==> src/rtl/core_if_stage.sv <==
// RV32I fetch stage: owns PC, issues ibus word reads, queues {pc,instr} for decode; CORE_IF_JAL_PREDICT_EN enables JAL prediction.
// Latency: gnt in cycle N, rvalid in N+1 -> o_valid in N+2; sustains one instruction per cycle on a 1-cycle bus.
// Backpressure: i_id_ready=0 holds the queue head; issue stops once in-flight + queued words reach FQ_DEPTH.
module core_if_stage #(
    parameter logic [31:0] BOOT_ADDR = 32'h0000_0000,
    parameter int          FQ_DEPTH  = 2
) (
    input  logic        clk,
    input  logic        rst,
    output logic        o_ibus_req,
    output logic [31:0] o_ibus_addr,
    input  logic        i_ibus_gnt,
    input  logic        i_ibus_rvalid,
    input  logic [31:0] i_ibus_rdata,
    input  logic        i_redirect,
    input  logic [31:0] i_redirect_pc,
    input  logic        i_id_ready,
    output logic        o_valid,
    output logic [31:0] o_instr,
    output logic [31:0] o_pc,
    output logic        o_pred_taken
);
    localparam int CW = $clog2(FQ_DEPTH + 1);
    localparam int PW = (FQ_DEPTH > 1) ? $clog2(FQ_DEPTH) : 1;
    typedef logic [CW-1:0] cnt_t;
    typedef logic [CW:0]   occ_t;
    typedef logic [PW-1:0] ptr_t;
    localparam occ_t        LIM  = occ_t'(FQ_DEPTH);
    localparam ptr_t        LAST = ptr_t'(FQ_DEPTH - 1);
    localparam logic [31:0] NOP  = 32'h0000_0013;

    typedef struct packed {
        logic        pred;
        logic [31:0] pc;
        logic [31:0] instr;
    } fq_entry_t;

    typedef enum logic {BOOT, RUN} state_t;
    state_t state, state_nxt;

    logic [31:0] pc;
    logic [31:0] tag_mem [FQ_DEPTH];
    ptr_t        tag_wp, tag_rp;
    cnt_t        inflight, discard;
    fq_entry_t   fq_mem [FQ_DEPTH];
    ptr_t        fq_wp, fq_rp;
    cnt_t        fq_count;
    fq_entry_t   head;

    logic        gnt, drop, push, pop, jal_hit;
    logic [31:0] tag_pc, jal_target;
    occ_t        occ;

    function automatic ptr_t ptr_inc(input ptr_t p);
        return (p == LAST) ? '0 : p + 1'b1;
    endfunction

    assign head    = fq_mem[fq_rp];
    assign tag_pc  = tag_mem[tag_rp];
    assign o_valid = (fq_count != '0);
    assign o_instr = o_valid ? head.instr : NOP;
    assign o_pc    = o_valid ? head.pc : 32'h0;
    assign o_pred_taken = o_valid && head.pred;
    assign o_ibus_addr  = pc;

    assign pop  = o_valid && i_id_ready && !i_redirect;
    assign gnt  = o_ibus_req && i_ibus_gnt;
    assign drop = i_ibus_rvalid && (i_redirect || (discard != '0));
    assign push = i_ibus_rvalid && !drop;
    // The slot freed by this cycle's pop is credited so a 1-cycle bus streams back-to-back.
    assign occ  = occ_t'(inflight) + occ_t'(fq_count) - occ_t'(pop);

    assign jal_target = tag_pc + {{11{i_ibus_rdata[31]}}, i_ibus_rdata[31], i_ibus_rdata[19:12],
                                  i_ibus_rdata[20], i_ibus_rdata[30:21], 1'b0};
`ifdef CORE_IF_JAL_PREDICT_EN
    assign jal_hit = push && (i_ibus_rdata[6:0] == 7'b1101111);
`else
    assign jal_hit = 1'b0;
`endif

    always_comb begin
        state_nxt  = state;
        o_ibus_req = 1'b0;
        case (state)
            BOOT:    state_nxt = RUN;
            RUN:     o_ibus_req = (occ < LIM) && !i_redirect;
            default: state_nxt = BOOT;
        endcase
    end

    always_ff @(posedge clk or posedge rst) begin
        if (rst) begin
            state    <= BOOT;
            pc       <= BOOT_ADDR;
            tag_wp   <= '0;
            tag_rp   <= '0;
            inflight <= '0;
            discard  <= '0;
            fq_wp    <= '0;
            fq_rp    <= '0;
            fq_count <= '0;
        end else begin
            state <= state_nxt;
            // Tags track every outstanding grant, including ones whose data will be dropped.
            if (gnt)           tag_wp <= ptr_inc(tag_wp);
            if (i_ibus_rvalid) tag_rp <= ptr_inc(tag_rp);
            inflight <= inflight + cnt_t'(gnt) - cnt_t'(i_ibus_rvalid);
            if (i_redirect) begin
                pc       <= i_redirect_pc & ~32'h3;
                discard  <= inflight - cnt_t'(i_ibus_rvalid);
                fq_wp    <= '0;
                fq_rp    <= '0;
                fq_count <= '0;
            end else begin
                if (jal_hit) begin
                    // Everything granted after the JAL, including this cycle's grant, is wrong-path.
                    pc      <= jal_target;
                    discard <= inflight + cnt_t'(gnt) - cnt_t'(1);
                end else begin
                    if (gnt)  pc      <= pc + 32'd4;
                    if (drop) discard <= discard - 1'b1;
                end
                if (push) fq_wp <= ptr_inc(fq_wp);
                if (pop)  fq_rp <= ptr_inc(fq_rp);
                if (push && !pop)      fq_count <= fq_count + 1'b1;
                else if (pop && !push) fq_count <= fq_count - 1'b1;
            end
        end
    end

    always_ff @(posedge clk) begin
        if (gnt)  tag_mem[tag_wp] <= pc;
        if (push) fq_mem[fq_wp]   <= '{pred: jal_hit, pc: tag_pc, instr: i_ibus_rdata};
    end
endmodule

==> config.mk <==
export PLATFORM = sky130hd
export DESIGN_NAME = core_if_stage
export DESIGN_NICKNAME = d
export VERILOG_FILES = /design/src/rtl/core_if_stage.sv
export SDC_FILE = /design/constraint.sdc
export NUM_CORES = 1
export LEC_CHECK = 0
export CAP_MARGIN = 15
export CORE_MARGIN = 5
export CORE_UTILIZATION = 54
export CTS_BUF_LIST = sky130_fd_sc_hd__clkbuf_4 sky130_fd_sc_hd__clkbuf_8
export CTS_CLUSTER_DIAMETER = 30
export CTS_CLUSTER_SIZE = 8
export DETAILED_ROUTE_END_ITERATION = 8
export PLACE_DENSITY = 0.88
export SKIP_CTS_REPAIR_TIMING = 1
export SKIP_LAST_GASP = 1
export SYNTH_ARGS = -nofsm -noshare
export SYNTH_HDL_FRONTEND = slang
export SYNTH_SLANG_ARGS = --single-unit
==> constraint.sdc <==
create_clock -name clk -period 6.54 [get_ports clk]
set_input_delay 0.981 -clock clk [delete_from_list [all_inputs] [get_ports clk]]
set_output_delay 0.981 -clock clk [all_outputs]
set_load 0.05 [all_outputs]
* Word level (Yosys, flattened, before mapping) *
Memory sizes are Yosys's and may differ from the RTL's.
Cells that the tools add are included.

cells by class
  add/subtract/negate cells = 13
  order comparisons = 1
  reductions and logical operators = 21
  mux-type cells = 22

operator list
  kind                       number
  $mux 32                    4
  $add 32x3->32 const B      1
  $mux 1                     13
  $reduce_bool 2->1          6
  $mux 2                     5
  $logic_and 1x1->1          8
  $add 1x1->1 const B        4
  $logic_not 1->1            4
  $sub 2x1->2                2
  $sub 2x1->2 const B        2
  $add 2x2->3                1
  $lt 3x2->1 const B         1
  $reduce_bool 3->1          1
  $sub 3x1->3                1
  $add 2x1->2                1
  $add 2x1->2 const B        1
  $logic_and 1x1->1 const B  1
  $logic_or 1x1->1           1

storage, ports and cells
  input port bits = 70
  RAM bits = 192
  register bits = 43
  memories kept = 2

memories
  memory   words  bits a word  rd ports  clocked after Yosys merged registers in  wr ports  RTL line  source
  fq_mem   2      64           1         0                                        1         45        fq_entry_t fq_mem [FQ_DEPTH];
  tag_mem  2      32           1         0                                        1         42        logic [31:0] tag_mem [FQ_DEPTH];

* Depth between registers and ports, before layout *
Gate-level depths: netlist (run 1).

  depth after elaboration = 10
  depth in mapped cells = 17
  depth with buffers taken out = 15

* Least setup slack after synthesis (run 1) *
No wires, ideal clock.

  path type = in2reg
  start point = input port i_redirect
  end point = memory fq_mem[1][0] (netlist bit) (enable)
  setup slack = 0.094 ns
  buffers on the path = 2
  arrival = 5.875 ns
  library setup time = 0.571 ns
  stages = 3
  path through = buf_6 > clkbuf_1 > nor3b_1

on the way
  word-level cells in the longest chain between the ends = 6

RTL lines
  what                          RTL line  source
  start, declared               15        input logic i_redirect,
  $logic_or 1x1->1              68        assign drop = i_ibus_rvalid && (i_redirect || (discard != '0));
  $logic_and 1x1->1             68
  $logic_not 1->1               69        assign push = i_ibus_rvalid && !drop;
  $logic_and 1x1->1             69
  $mux 1                        133       if (push) fq_mem[fq_wp] <= '{pred: jal_hit, pc: tag_pc, instr: i_ibus_rdata};
  $mux 1 (not written as such)  133
  end, declared                 45

No other way between the ends.

* Final worst setup path (run 1) *
  start point = register fq_count[0]
  end point = output port o_ibus_req

on the way
  word-level cells in the longest chain between the ends = 7
  elaborated cells on any way between the ends = 8
  classes of those cells = 2 x add/sub; 1 x order compare; 1 x mux; 4 x reduce/logical

RTL lines
  what                                                 RTL line  source
  start, declared                                      47        cnt_t fq_count;
  start signal, assigned                               125       if (push && !pop) fq_count <= fq_count + 1'b1;
  start signal, assigned                               126       else if (pop && !push) fq_count <= fq_count - 1'b1;
  branches (longest 3 deep; another with $add 2x2->3)  -
  $sub 3x1->3 (*)                                      71        assign occ = occ_t'(inflight) + occ_t'(fq_count) - occ_t'(pop);
  $lt 3x2->1 (*)                                       86        RUN: o_ibus_req = (occ < LIM) && !i_redirect;
  $logic_and 1x1->1 (*)                                86
  $mux 1 (*)                                           84        case (state)
  end, declared                                        10        output logic o_ibus_req,

Mark *: on every way between the ends.

==> out/metrics.cfg, run 1 <==
[finish]
final_common_cell=edfxtp_1
final_cell_mix=184 x edfxtp_1, 160 x clkdlybuf4s50_1, 82 x nor2_1
design_area_um2=12100
drive_gt1_share_pct=15.1
area_growth_pct=29.3
num_antenna_cells=0
fillCellCount=1148
nets=908

[place]
hpwlAfterDp_mm=12.3
placed_area_um2=11200
numPortBuffers=161
dp_slack_ns=1.62
gp_congestion=0.828

[timing]
finalSetupViolCount=0
fmax_mhz=194
setup_slack_ns=1.39
fin_worst_skew_ns=0.0111
worst_slew_pin_slew_ns=1.11
final.min_clock_period_ns=5.15
rsz0062_at_grt=false
setup_tns_ns=0
hold_viol=0
min_period_over_period_pct=78.7
hold_ws_ns=0.464
slew_headroom_pct=26.1
drv_slew=0

[critical_path]
critPathMaxFanout=60
r2r-start=fq_count[0]$_DFFE_PP0P_
reg2reg_slack_ns=1.91
path_class=reg2out
r2r_end=tag_mem[0][11]$_DFFE_PP_
endpoint_kind=output pin
rr_worst_depth=14
crit_required_ns=5.56
critPathArrivalTime_ns=4.17
startpoint_type=register

[global_routing]
overflow=0
grt_max_degree=64
grt_pass1_wl_mm=31.1
grt_pass1_vias=5969
grt_util_all_layers_pct=19.6
antenna_found_initial=0

[run]
timing.max_cap.violations=0

[hold_path]
holdPathStages=1
whs_endpoint=tag_rp$_DFFE_PP0P_
min_from=tag_rp$_DFFE_PP0P_
hold_path_class=reg2reg

[yosys]
synth_top_cell_area_share_pct=59.0
syn-mean-instance-area_um2=14.4
synth_cell_types=51
synth_compound_area_share_pct=4.50
yosys.area_share.simple_pct=10.5
yosys-top-cells-area=edfxtp_1 59%, dfrtp_1 11%, mux2i_1 6.7%
syn_inst=648
synth_mux_area_share_pct=10.3
syn_area_um2=9360
synth-xor-area-share_pct=1.03
ys_seq_elements=225
yosysWarningCount=0
synth_edf_count=184
synth_top_cell_by_area=edfxtp_1
yosysSeqAreaShare_pct=70.0
synth_ff_type=edfxtp_1
synth_top_family_by_area=simple AND/OR/NAND/NOR gates
synth_adder_area_share_pct=1.15
async_flop_share_pct=18.2

[die]
ios=169
start_util_pct=54.5
core_area_um2=17200
die_area_um2=20100
fp.dieH_um=142
num_rows=48
die_w_um=142

[route]
antenna_left=0
route.detailed.drc=0
drtPass1Iterations=5
viasPerCell=5.40
wl_per_cell_um=17.8
drt-initial-drc-count=269
wl_mm=19.2
num_vias=5847

[pwr]
ir_worst_vdd_mv=0.190
switching_share_pct=28.4
p_sw_w=0.00117
internal_power_w=0.00296
combPwrFrac_pct=21.0
power.share.sequential_pct=43.8
p_leak_nw=4.15
power_density_nw_per_um2=342
p_clk_share_pct=35.2

[clock_tree]
cts-root-buf=clkbuf_8
htreeDepth=2
cts_tree=built
clk_latency_ns=0.52
clockBufferDepth=3
cts_made_buffers=41
cts_num_sinks=225
clkTransAtPathRegs_ns=0.05

[status]
status=finished, final reports clean

kinds of logic (layout without fill, tap and decap cells):
family	Yosys count	after routing
AO/OA/AOI/OAI	63	63
XOR/XNOR	11	11
adder cells (fa/ha/maj)	8	8
buffers and inverters	50	255
flip-flops	225	225
multiplexers	93	93
other	2	6
AND/OR/NAND/NOR	196	196
per-layer routing:
layer	vias up	global-route usage [%]	share of wire, %
li1	2767	-	-
met1	2820	23.8	40
met2	206	32.9	50
met3	54	4.04	6.1
met4	0	10.8	3.6
met5	-	0	0
worst max-delay path: stages, from the launching register on:
cell and delay (ns):
dfrtp_1 0.42, nor2_4 0.11, buf_4 0.51, inv_1 0.30, nand2_1 0.17, nor2_1 0.06
ha_1 0.30, nand2b_1 0.16, fa_1 0.56, nand2_1 0.08, nor3_1 0.14, clkdlybuf4s50_1 0.84
synthesized netlist by cell type, drive strengths merged (7+ instances only):
cell type and count:
clkbuf 14, edfxtp 184, buf 21, o21ai 21, dfrtp 41, nand4 16
nand3 14, inv 15, o311ai 7, mux2 30, nand2 47, mux2i 63
nor2 87, ha 7, o211ai 10, a21oi 9
stage by stage:
step / utilization, % / cells / total power, W
global route: 70.5 / 1082 / 0.00432
detailed placement: 65.1 / 1012 / 0.00271
CTS: 70.5 / 1082 / 0.00418
finish: 70.5 / 1082 / 0.00413
global placement: 65.1 / 1012 / 0.00268
floorplan: - / 652 / 0.00242
state kept, by name (all words and copies together) (netlist names):
signal	cells
tag_rp	1
fq_count	2
o_ibus_addr	30
state	1
fq_rp	1
discard	2
inflight	2
tag_wp	1
fq_mem	124
fq_wp	1
tag_mem	60
how the worst max path moves through the flow:
stage	from	endpoint	slack (ns)	depth (start not counted)
detailed placement	i_redirect	o_ibus_req	1.62	8
finish	fq_count[0]$_DFFE_PP0P_	o_ibus_req	1.39	11
floorplan	i_redirect	fq_mem[1][0]$_DFFE_PP_	0.09	3
global route	fq_count[0]$_DFFE_PP0P_	o_ibus_req	1.05	11
global placement	i_redirect	o_ibus_req	1.64	8
CTS	fq_count[0]$_DFFE_PP0P_	o_ibus_req	1.29	11
power groups by stage:
stage / Clock (W) / Sequential, W / Combinational (W)
finish: 0.00146 / 0.00181 / 0.000867
floorplan: 0 / 0.00189 / 0.000537
CTS: 0.00149 / 0.00181 / 0.000876
detailed placement: 0 / 0.00184 / 0.000870
global route: 0.00156 / 0.00183 / 0.000933
global placement: 0 / 0.00183 / 0.000852
layout make-up:
type	count	area [um^2]	area share [%]
multi-input cells	377	2620	21.6
inverters	15	56.3	0.465
clock inverters	11	191	1.58
repair buffers	170	1670	13.8
well taps	225	282	2.33
clock buffers	59	731	6.04
flip-flops and latches	225	6560	54.2
Note: power is estimated with default switching activity, not from simulation.
==> run 2: changes to the inputs <==
- clock period: 6.54 -> 4.9 ns (I/O delays scaled with it)
==> run 2 against run 1 <==
Net effect:
- clock-buffer cell count shrank 1
- cell count increased by 0.55%
- highest routed layer unchanged
- utilization shrank 0.12 points
- critical endpoint unchanged
- die area unchanged
- sequential share of layout area increased by 0.095 points
- power rose by 30%
- via count rose by 1.6%
- clock skew grew 0.013 ns
- worst hold slack better by 0.056 ns
- register-to-register slack got worse by 0.43 ns
- combinational power is 33% higher
==> out/metrics.cfg, run 2 (synthesis results as in run 1) <==
[status]
status=finished, final reports clean

[die]
fp.dieH_um=142
ios=169
start_util_pct=54.5
num_rows=48
die_area_um2=20100
die_w_um=142
core_area_um2=17200

[route]
wl_mm=19.8
antenna_left=0
wl_per_cell_um=18.2
drt-initial-drc-count=291
route.detailed.drc=0
drtPass1Iterations=5
viasPerCell=5.46
num_vias=5940

[clock_tree]
clkTransAtPathRegs_ns=0.06
htreeDepth=2
cts_made_buffers=40
cts-root-buf=clkbuf_8
cts_num_sinks=225
clk_latency_ns=0.52
cts_tree=built
clockBufferDepth=3

[pwr]
ir_worst_vdd_mv=0.241
internal_power_w=0.00381
power.share.sequential_pct=45.3
switching_share_pct=29.4
p_leak_nw=4.15
power_density_nw_per_um2=446
p_clk_share_pct=33.3
p_sw_w=0.00159
combPwrFrac_pct=21.4

[timing]
setup_slack_ns=0.602
fmax_mhz=233
drv_slew=0
final.min_clock_period_ns=4.30
slew_headroom_pct=42.2
worst_slew_pin_slew_ns=0.867
hold_viol=0
rsz0062_at_grt=false
setup_tns_ns=0
fin_worst_skew_ns=0.0240
finalSetupViolCount=0
min_period_over_period_pct=87.7

[critical_path]
path_class=in2out
cp_slowest_stage_delay_ns=0.85
crit_required_ns=4.16
crit_slowest_cell=clkdlybuf4s50_1
endpoint_kind=output pin
startpoint_type=input port
startpoint=i_id_ready
cp_cell_sequence=clkdlybuf4s50_1 -> nand2_1 -> nor2_1 -> ha_1 -> nand2b_1 -> fa_1 -> nand2_1 -> nor3_1 -> clkdlybuf4s50_1
critPathMaxFanout=6
critPathArrivalTime_ns=3.56
r2r-start=fq_count[0]$_DFFE_PP0P_

[finish]
num_antenna_cells=0
final_cell_mix=184 x edfxtp_1, 160 x clkdlybuf4s50_1, 82 x nor2_1
final_common_cell=edfxtp_1
drive_gt1_share_pct=15.4
area_growth_pct=29.1
nets=910
largest_reg_flops=124
regMostFlops=fq_mem

[place]
dp_slack_ns=0.620
hpwlAfterDp_mm=13.1
numPortBuffers=161
gp_congestion=0.799

[global_routing]
antenna_found_initial=0
grt_util_all_layers_pct=19.6
grt_pass1_wl_mm=31.2
grt_max_degree=63
overflow=0
grt_pass1_vias=5929

[hold_path]
hold_path_class=reg2reg
min_from=tag_wp$_DFFE_PP0P_

[run]
timing.max_cap.violations=0

-- run 2: power by group through the flow --
stage	combinational, W	sequential, W	clock (W)
CTS	0.00117	0.00244	0.00185
global route	0.00123	0.00246	0.00194
global placement	0.00112	0.00247	0
detailed placement	0.00116	0.00248	0
finish	0.00115	0.00244	0.00180
floorplan	0.000717	0.00252	0
-- run 2: final timing paths --
path	end	slack, ns	depth (start not counted)
hold reg to reg	tag_wp$_DFFE_PP0P_	0.52	1
setup / recovery	o_ibus_req	0.60	9
min in group asynchronous	discard[0]$_DFFE_PP0P_	0.65	3
hold / removal	tag_wp$_DFFE_PP0P_	0.52	1
max in group asynchronous	fq_rp$_DFFE_PP0P_	3.84	3
setup reg to reg	tag_mem[1][3]$_DFFE_PP_	1.48	12
-- run 2: worst max-delay path: cells and delay by family --
family / cells / cell delay, ns
buffers and inverters: 2 / 1.42
adders and majority gates: 2 / 0.78
and+or+nand+nor: 5 / 0.64
-- run 2: layout make-up --
cell class	instances	area [um^2]
clock buffers	58	692
inverters	15	56.3
multi-input cells	377	2630
well taps	225	282
repair buffers	173	1710
clock inverters	15	161
flip-flops and latches	225	6560
fillers	1156	5090
-- run 2: through the flow --
step | hold slack [ns] | power [W] | util [%] | area [um^2] | instances
4_1_cts | 0.521 | 0.00545 | 70.3 | 12100 | 1088
3_5_place_dp | 0.512 | 0.00364 | 65.4 | 11200 | 1015
2_1_floorplan | 0.460 | 0.00323 | - | 9390 | 652
5_1_grt | 0.541 | 0.00563 | 70.3 | 12100 | 1088
6_report | 0.520 | 0.00539 | 70.3 | 12100 | 1088
3_3_place_gp | 0.502 | 0.00359 | 65.4 | 11200 | 1015
-- run 2: layer usage --
layer	wire (um)	global-route usage (%)
met2	9890	32.6
met1	8080	25.5
met4	520	7.93
met3	1350	3.98
met5	0	0
==> run 3: changes to the inputs <==
- CORE_UTILIZATION: 54 -> 53
- CTS_BUF_LIST: sky130_fd_sc_hd__clkbuf_4 sky130_fd_sc_hd__clkbuf_8 -> default
- PLACE_DENSITY: 0.88 -> 0.86
==> run 3 against run 2 <==
Net effect:
- global-route usage is 1.6 points higher
- die area grew 1.8%
- clock power is 51% higher
- via count is 3.0% higher
- setup slack improved by 0.016 ns
- clock-buffer cell count down 9
- final area is 3.9% higher
- worst hold slack better by 0.013 ns
- combinational power barely moved
- maximum frequency grew 0.36%
- critical path type unchanged
- critical endpoint unchanged
==> out/metrics.cfg, run 3 (synthesis results as in run 1) <==
[status]
status=finished, final reports clean

[finish]
regMostFlops=fq_mem
final_common_cell=edfxtp_1
layout.cells.non_filler=1084
nets=910
final_cell_mix=184 x edfxtp_1, 160 x clkdlybuf4s50_1, 82 x nor2_1
num_antenna_cells=0
fillCellCount=1072
largest_reg_flops=124
drive_gt1_share_pct=13.9
area_growth_pct=34.1

[pwr]
power.share.sequential_pct=38.5
p_total_w=0.00632
ir_worst_vdd_mv=0.307
switching_share_pct=27.4
p_sw_w=0.00173
p_leak_nw=4.36
combPwrFrac_pct=18.6
p_clk_share_pct=42.9
power_density_nw_per_um2=504
internal_power_w=0.00459

[critical_path]
crit_slowest_cell=clkdlybuf4s50_1
reg2reg_slack_ns=1.48
startpoint_type=input port
cp_slowest_stage_delay_ns=0.85
path_class=in2out
endpoint_kind=output pin
critPathArrivalTime_ns=3.55
crit_required_ns=4.16
cp_cell_sequence=clkdlybuf4s50_1 -> nand2_1 -> nor2_1 -> ha_1 -> nand2b_1 -> fa_1 -> nand2_1 -> nor3_1 -> clkdlybuf4s50_1
critPathMaxFanout=6

[clock_tree]
clockBufferDepth=3
htreeDepth=2
cts_tree=built
clkTransAtPathRegs_ns=0.04
cts_made_buffers=42
clk_latency_ns=0.50
cts-root-buf=clkbuf_16
cts_num_sinks=225

[place]
hpwlAfterDp_mm=13.0
numPortBuffers=161
gp_congestion=0.813
placed_cells=1013

[timing]
min_period_over_period_pct=87.4
drv_slew=0
fin_worst_skew_ns=0.0183
fmax_mhz=233
setup_tns_ns=0
rsz0062_at_grt=false
finalSetupViolCount=0
slew_headroom_pct=25.3
worst_slew_pin_slew_ns=1.12
final.min_clock_period_ns=4.28
hold_viol=0

[run]
timing.max_cap.violations=0

[global_routing]
grt_pass1_vias=6337
overflow=0
antenna_found_initial=0
grt_pass1_wl_mm=34.1
grt_max_degree=64
grt_util_all_layers_pct=21.2

[route]
wl_per_cell_um=19.7
route.detailed.drc=0
num_vias=6119
viasPerCell=5.64
drtPass1Iterations=6
drt-initial-drc-count=556
wl_mm=21.3
antenna_left=0

[die]
die_w_um=143
start_util_pct=54.1
ios=169
die_area_um2=20400
num_rows=48
fp.dieH_um=143
core_area_um2=17300

[hold_path]
hold_path_class=reg2reg

[run 3: through the flow]
stage          util (%)  setup slack (ns)  hold WS (ns)  instance area, um^2
2_1_floorplan         -             0.190         0.460                 9390
3_3_place_gp       64.8             0.611         0.518                11200
3_5_place_dp       64.8             0.636         0.530                11200
4_1_cts            72.6             0.608         0.539                12600
5_1_grt            72.6             0.452         0.566                12600
6_report           72.6             0.617         0.533                12600
[run 3: power groups by stage]
stage	clock network (W)	registers, W	logic [W]
6_report	0.00271	0.00244	0.00118
3_5_place_dp	0	0.00246	0.00117
3_3_place_gp	0	0.00245	0.00114
5_1_grt	0.00287	0.00245	0.00125
4_1_cts	0.00275	0.00243	0.00119
2_1_floorplan	0	0.00252	0.000717
[run 3: path summary, 6_finish.rpt]
kind | start | endpoint | cells after the start
max in group asynchronous | rst | fq_rp$_DFFE_PP0P_ | 3
setup / recovery | i_id_ready | o_ibus_req | 9
hold reg to reg | inflight[0]$_DFF_PP0_ | inflight[0]$_DFF_PP0_ | 1
hold / removal | inflight[0]$_DFF_PP0_ | inflight[0]$_DFF_PP0_ | 1
min in group asynchronous | rst | inflight[0]$_DFF_PP0_ | 3
setup reg to reg | fq_count[0]$_DFFE_PP0P_ | o_ibus_addr[8]$_DFFE_PP0P_ | 13
[run 3: routing by layer]
layer  track usage, %  vias to the layer above  share of wire (%)
met5                0                        -                  0
met4             8.40                        0                2.9
met3             4.82                       54                7.9
met2             35.2                      306                 50
met1             27.4                     2971                 39
li1                 -                     2788                  -
[run 3: critical path: cells and delay by family]
kind | cells | cell delay (ns)
fa+ha+maj | 2 | 0.77
buf+inv | 2 | 1.41
simple gates | 5 | 0.62
[run 3: cell type report]
| cell class | count | area, um^2 | area share, % |
|---|---|---|---|
| clock inverters | 22 | 234 | 1.86 |
| multi-input cells | 377 | 2630 | 20.9 |
| repair buffers | 171 | 1690 | 13.5 |
| inverters | 15 | 56.3 | 0.448 |
| well taps | 225 | 282 | 2.24 |
| clock buffers | 49 | 1110 | 8.83 |
| flip-flops and latches | 225 | 6560 | 52.2 |
